===== config.mk =====
export PLATFORM = sky130hd
export DESIGN_NAME = ch0re_hazard_unit
export DESIGN_NICKNAME = d
export VERILOG_FILES = /design/src/rtl/ch0re_hazard_unit.sv
export SDC_FILE = /design/constraint.sdc
export NUM_CORES = 1
export LEC_CHECK = 0
export ABC_AREA = 1
export CORE_MARGIN = 3
export CORE_UTILIZATION = 25
export DETAILED_ROUTE_END_ITERATION = 8
export HOLD_SLACK_MARGIN = 0.15
export SLEW_MARGIN = 20
export SYNTH_ARGS = -nofsm -noshare
export SYNTH_HDL_FRONTEND = slang
export SYNTH_SLANG_ARGS = --single-unit

===== constraint.sdc =====
create_clock -name clk -period 3.67 [get_ports clk]
set_clock_uncertainty 0.2 [all_clocks]
set_input_delay 0.367 -clock clk [delete_from_list [all_inputs] [get_ports clk]]
set_output_delay 0.367 -clock clk [all_outputs]
set_load 0.1 [all_outputs]

===== src/rtl/ch0re_hazard_unit.sv =====
// ch0re hazard/forwarding unit: DEPTH-entry in-flight history, operand bypass, load-use stall.
// Define CH0RE_HZ_PERF_EN to add the o_perf_stalls stall-cycle counter.
module ch0re_hazard_unit #(
  parameter int XLEN       = 64,
  parameter int DEPTH      = 3,
  parameter int LOAD_STAGE = 2,
  parameter int RADDR_W    = 5
) (
  input  logic                         clk,
  input  logic                         rst_n,
  input  logic                         i_id_valid,
  input  logic [RADDR_W-1:0]           i_id_rs1,
  input  logic [RADDR_W-1:0]           i_id_rs2,
  input  logic                         i_id_rs1_used,
  input  logic                         i_id_rs2_used,
  input  logic [RADDR_W-1:0]           i_id_rd,
  input  logic                         i_id_wen,
  input  logic                         i_id_is_load,
  input  logic                         i_flush,
  input  logic [XLEN-1:0]              i_rf_rdata1,
  input  logic [XLEN-1:0]              i_rf_rdata2,
  input  logic [DEPTH*XLEN-1:0]        i_stage_data,
  output logic [XLEN-1:0]              o_rs1_val,
  output logic [XLEN-1:0]              o_rs2_val,
  output logic [$clog2(DEPTH+1)-1:0]   o_fwd1_sel,
  output logic [$clog2(DEPTH+1)-1:0]   o_fwd2_sel,
`ifdef CH0RE_HZ_PERF_EN
  output logic [31:0]                  o_perf_stalls,
`endif
  output logic                         o_stall
);

  localparam int SEL_W = $clog2(DEPTH+1);

  logic [DEPTH-1:0]   histValid_q, histValid_d;
  logic [DEPTH-1:0]   histWen_q,   histWen_d;
  logic [DEPTH-1:0]   histLoad_q,  histLoad_d;
  logic [RADDR_W-1:0] histRd_q [DEPTH];
  logic [RADDR_W-1:0] histRd_d [DEPTH];
  logic               hazard1, hazard2;

  // Walk oldest to youngest so the youngest matching stage overrides the rest.
  function automatic logic [XLEN+SEL_W:0] resolve(input logic [RADDR_W-1:0] rs,
                                                   input logic               used,
                                                   input logic [XLEN-1:0]    rfData);
    logic [XLEN-1:0]  val;
    logic [SEL_W-1:0] sel;
    logic             haz;
    val = (rs == '0) ? '0 : rfData;
    sel = '0;
    haz = 1'b0;
    for (int k = DEPTH-1; k >= 0; k--) begin
      if (used && (rs != '0) && histValid_q[k] && histWen_q[k] && (histRd_q[k] == rs)) begin
        val = i_stage_data[k*XLEN +: XLEN];
        sel = SEL_W'(k+1);
        haz = histLoad_q[k] && (k < LOAD_STAGE);
      end
    end
    return {haz, sel, val};
  endfunction

  always_comb begin
    {hazard1, o_fwd1_sel, o_rs1_val} = resolve(i_id_rs1, i_id_rs1_used, i_rf_rdata1);
    {hazard2, o_fwd2_sel, o_rs2_val} = resolve(i_id_rs2, i_id_rs2_used, i_rf_rdata2);
  end

  assign o_stall = i_id_valid & ~i_flush & (hazard1 | hazard2);

  // A stalled or flushed ID slot enters the history as a bubble.
  always_comb begin
    histValid_d[0] = i_id_valid & ~i_flush & ~o_stall;
    histWen_d[0]   = i_id_wen;
    histLoad_d[0]  = i_id_is_load;
    histRd_d[0]    = i_id_rd;
    for (int k = 1; k < DEPTH; k++) begin
      histValid_d[k] = histValid_q[k-1];
      histWen_d[k]   = histWen_q[k-1];
      histLoad_d[k]  = histLoad_q[k-1];
      histRd_d[k]    = histRd_q[k-1];
    end
  end

  always_ff @(posedge clk) begin
    if (!rst_n) begin
      histValid_q <= '0;
      histWen_q   <= '0;
      histLoad_q  <= '0;
      for (int k = 0; k < DEPTH; k++) histRd_q[k] <= '0;
    end else begin
      histValid_q <= histValid_d;
      histWen_q   <= histWen_d;
      histLoad_q  <= histLoad_d;
      for (int k = 0; k < DEPTH; k++) histRd_q[k] <= histRd_d[k];
    end
  end

`ifdef CH0RE_HZ_PERF_EN
  logic [31:0] perfStalls_q, perfStalls_d;

  assign perfStalls_d  = o_stall ? perfStalls_q + 32'd1 : perfStalls_q;
  assign o_perf_stalls = perfStalls_q;

  always_ff @(posedge clk) begin
    if (!rst_n) perfStalls_q <= '0;
    else        perfStalls_q <= perfStalls_d;
  end
`endif

endmodule


==> reports/summary.md <==
In the final layout, the multi-input gates occupy 6060 µm². The wire length of the first global-routing pass was 69600 µm; the core outline area was 31800 µm². For the number of clock sinks, the log shows 23.

The first detailed-routing pass took 5 iterations. The growth of design area from synthesis to finish is 80.9%. The tree is rooted in a clkbuf_16.

The type of the worst min-delay path was flip-flop to flip-flop. For the final weighted congestion in routability-driven placement, the log shows 0.899. The tools report the static leakage power as 7.82 nW. After clock tree synthesis, the setup repair step added 0 buffers.

Gates resized during post-CTS repair numbered 0. The worst register-to-register path has a depth of 8. Registers take 460 µm². The pin count of the biggest net entering global routing is 74. In this run the deepest clock path goes through 2 buffers. In this design, the critical path's most frequently occurring cell is nand2_1. STA classifies the critical path startpoint as a primary input. The maximum fanout along the worst path is 39. The per-cell routed wire length was 18.7 µm. The worst setup path is captured at an output pin. Across the VDD grid, the largest voltage drop is 0.000178 V. The overall die height is 186 µm, and the remaining antenna violation count is 0. For the tightest slew margin relative to the limit, the log shows 0.451. Standard cell with the maximum stage delay on the critical path: clkdlybuf4s50_1.

Setup repair after global routing left no endpoint under its margin. The tools report the final-report setup violation count as 0. The area of the die is 34700 µm², and the number of stages on the worst setup path is 13. The post-synthesis net count is 2043, and the mean post-synth cell area is 4.78 µm². For the pin with the worst max-slew slack, the measured transition is 0.823 ns.

Clock-pin slew was measured on the worst setup and hold paths at 0.06 ns. Top achievable clock speed: 296 MHz. Number of antenna violations at the first check in global routing: 10.

Summed over all failing endpoints, the final setup total negative slack is 0 ns. The critical path is of the primary input to output pin type. Traced cell by cell, the critical path runs through clkdlybuf4s50_1 -> inv_2 -> a21oi_1 -> nand2_1 -> nor2_4 -> buf_4 -> nand4_1 -> nand2_1 -> inv_1 -> nand3_1 -> nand2_1 -> inv_1 -> buf_12.

For this run, the post-layout net count is 2421. The buffers plus inverters on the worst setup path was 6; the I/O pin count was 476. The tools report the number of hold-slack violations in the final timing report as 0.

The run finished with clean final reports. The number of hold buffers added after CTS was 0. Most common library cell in the layout ignoring fill and taps: nand2_1.

The total DRC errors in the routed layout is 0. The total via count in the routed design was 12600; the total congestion overflow after global routing was 0. The final layout contains routed wiring with a total length of 47100 µm. Across the run, the number of max-cap violations was 0. Before CTS, the worst setup slack after placement is 0.315 ns.

After synthesis the cells add up to 8120 µm². Along the worst hold path, the cell count comes to 2. The tools report the number of max-slew violations in the final report as 0. The clock period could shrink to 3.38 ns.

Synthesis instantiated 24 different standard cells from the library. For this run, the slowest stage of the critical path takes 0.63 ns. The share of synthesized area occupied by flip-flops and latches is 0.0567. STA puts the critical path data arrival time at 2.81 ns.

Counting tap cells, the placed design contains a total of 2508 instances. The initialized floorplan defines 65 standard-cell rows. The gate family responsible for the most delay along the worst path is buffers and inverters. For this design the ratio of total power to cell area is 160 nW/µm². After the first detailed-routing iteration, the DRC count stood at 1044. The layout has 3322 filler cells. The run gives 0.462 as the utilization of the core after routing.

Counting the buffers created by CTS gives 3. The via count of the first global-routing pass is 11900, and the starting density of the core is 0.255. The die extent in x was 186 µm; the count of mapped cells out of synthesis was 1700. The share of post-route cells with drive strength above 1 works out to 0.114.

For the worst path required time, the log shows 3.10 ns. For the worst-skew pair, the clock arrives at the later sink with an insertion delay of 0.26 ns. TritonCTS built the clock tree. The tools report the H-tree depth reported by CTS as 1.

In the layout the commonest cells are nand2_1, clkdlybuf4s50_1, inv_1, nor2_1, nand4_1. Across all setup checks in the final design, the least slack found is 0.290 ns. The number of buffers added on ports was 475.

The number of standard cells in the layout, taps in and fillers out was 2518; the final critical-path share of the clock period was 0.921. The total half-perimeter wirelength after legalization and detailed placement is 34700 µm. The post-detailed-route via-to-cell ratio came out at 4.99. In this run, synthesis produced a sequential element count of 23. The total routing usage reported by global routing is 0.253, and the number of warnings issued by yosys is 0.
-- stage by stage --
| step | power [mW] | hold slack [ns] | cell area, µm² |
|---|---|---|---|
| detailed placement | 2.11 | 0.215 | 14600 |
| CTS | 2.36 | 0.225 | 14700 |
| global placement | 2.11 | 0.214 | 14600 |
| finish | 2.35 | 0.225 | 14700 |
| floorplan | 1.20 | 0.207 | 8120 |
| global route | 2.46 | 0.239 | 14700 |
-- per-layer routing --
layer | share of wire | GRT usage | up-vias | wire length [µm]
met5 | 0.0014 | 0 | - | 67
met4 | 0.042 | 0.0947 | 10 | 1970
met3 | 0.10 | 0.0543 | 118 | 4810
met2 | 0.47 | 0.425 | 688 | 22300
met1 | 0.38 | 0.318 | 5646 | 17900
li1 | - | - | 6106 | -
-- worst paths after layout --
path                                   from                         to  slack [ns]
hold / removal    histValid_q[0]$_SDFF_PN0_  histValid_q[1]$_SDFF_PN0_        0.22
setup / recovery                i_id_rs2[3]              o_rs2_val[36]        0.29
hold reg to reg   histValid_q[0]$_SDFF_PN0_  histValid_q[1]$_SDFF_PN0_        0.22
setup reg to reg  histRd_q[0][4]$_SDFF_PN0_  histValid_q[0]$_SDFF_PN0_        1.78
-- state kept, by name, summed over array words and instances (netlist names) --
register	count
histLoad_q	2
histRd_q	15
histValid_q	3
histWen_q	3
-- cell usage after synthesis --
| cell type | number | area [µm²] |
|---|---|---|
| a21boi_0 | 2 | 15.0 |
| a21oi_1 | 5 | 25.0 |
| buf_2 | 84 | 420 |
| clkbuf_1 | 24 | 90.1 |
| nand3_2 | 2 | 20.0 |
| inv_2 | 7 | 26.3 |
| nand4_2 | 1 | 12.5 |
| nor2_4 | 1 | 11.3 |
| nor2_1 | 223 | 837 |
| inv_1 | 241 | 905 |
| nand3_1 | 146 | 731 |
| o21ai_0 | 2 | 10.0 |
| or2_0 | 23 | 144 |
| nand2_2 | 1 | 6.26 |
| buf_4 | 21 | 158 |
| nand2_1 | 582 | 2180 |
| or2_2 | 41 | 257 |
| buf_6 | 8 | 90.1 |
| nand3b_1 | 65 | 488 |
| dfxtp_1 | 23 | 460 |
| buf_1 | 3 | 11.3 |
| xnor2_1 | 1 | 8.76 |
| nand4_1 | 193 | 1210 |
| nor2_2 | 1 | 6.26 |
-- cell families (layout without fill, tap and decap cells) --
| logic type | Yosys count | in the layout | synth area share |
|---|---|---|---|
| and+or+nand+nor | 1279 | 1279 | 0.727 |
| buffers and inverters | 388 | 765 | 0.209 |
| DFF | 23 | 23 | 0.0567 |
| AOI/OAI and AO/OA | 9 | 9 | 0.00616 |
| xor gates and xnor gates | 1 | 1 | 0.00108 |
| other | 0 | 6 | 0 |
-- report_power, final --
group / switching [mW] / internal [mW]
Combinational: 1.07 / 0.773
Sequential: 0.00867 / 0.260
Clock: 0.0934 / 0.148
-- layout make-up --
| cell class | instances | share of cell area |
|---|---|---|
| diodes | 6 | 0.00102 |
| clock buffers | 3 | 0.00511 |
| clock inverters | 1 | 0.000511 |
| inverters | 248 | 0.0635 |
| multi-input cells | 1289 | 0.413 |
| flip-flops and latches | 23 | 0.0313 |
| well taps | 435 | 0.0370 |
| repair buffers | 513 | 0.449 |
-- worst min-delay path, cell delays in order, from the launching register on --
cell     delay, ns
dfxtp_1       0.31
nand2_1       0.05
inv_1         0.03
No activity file was read; power rests on OpenSTA's default activity.
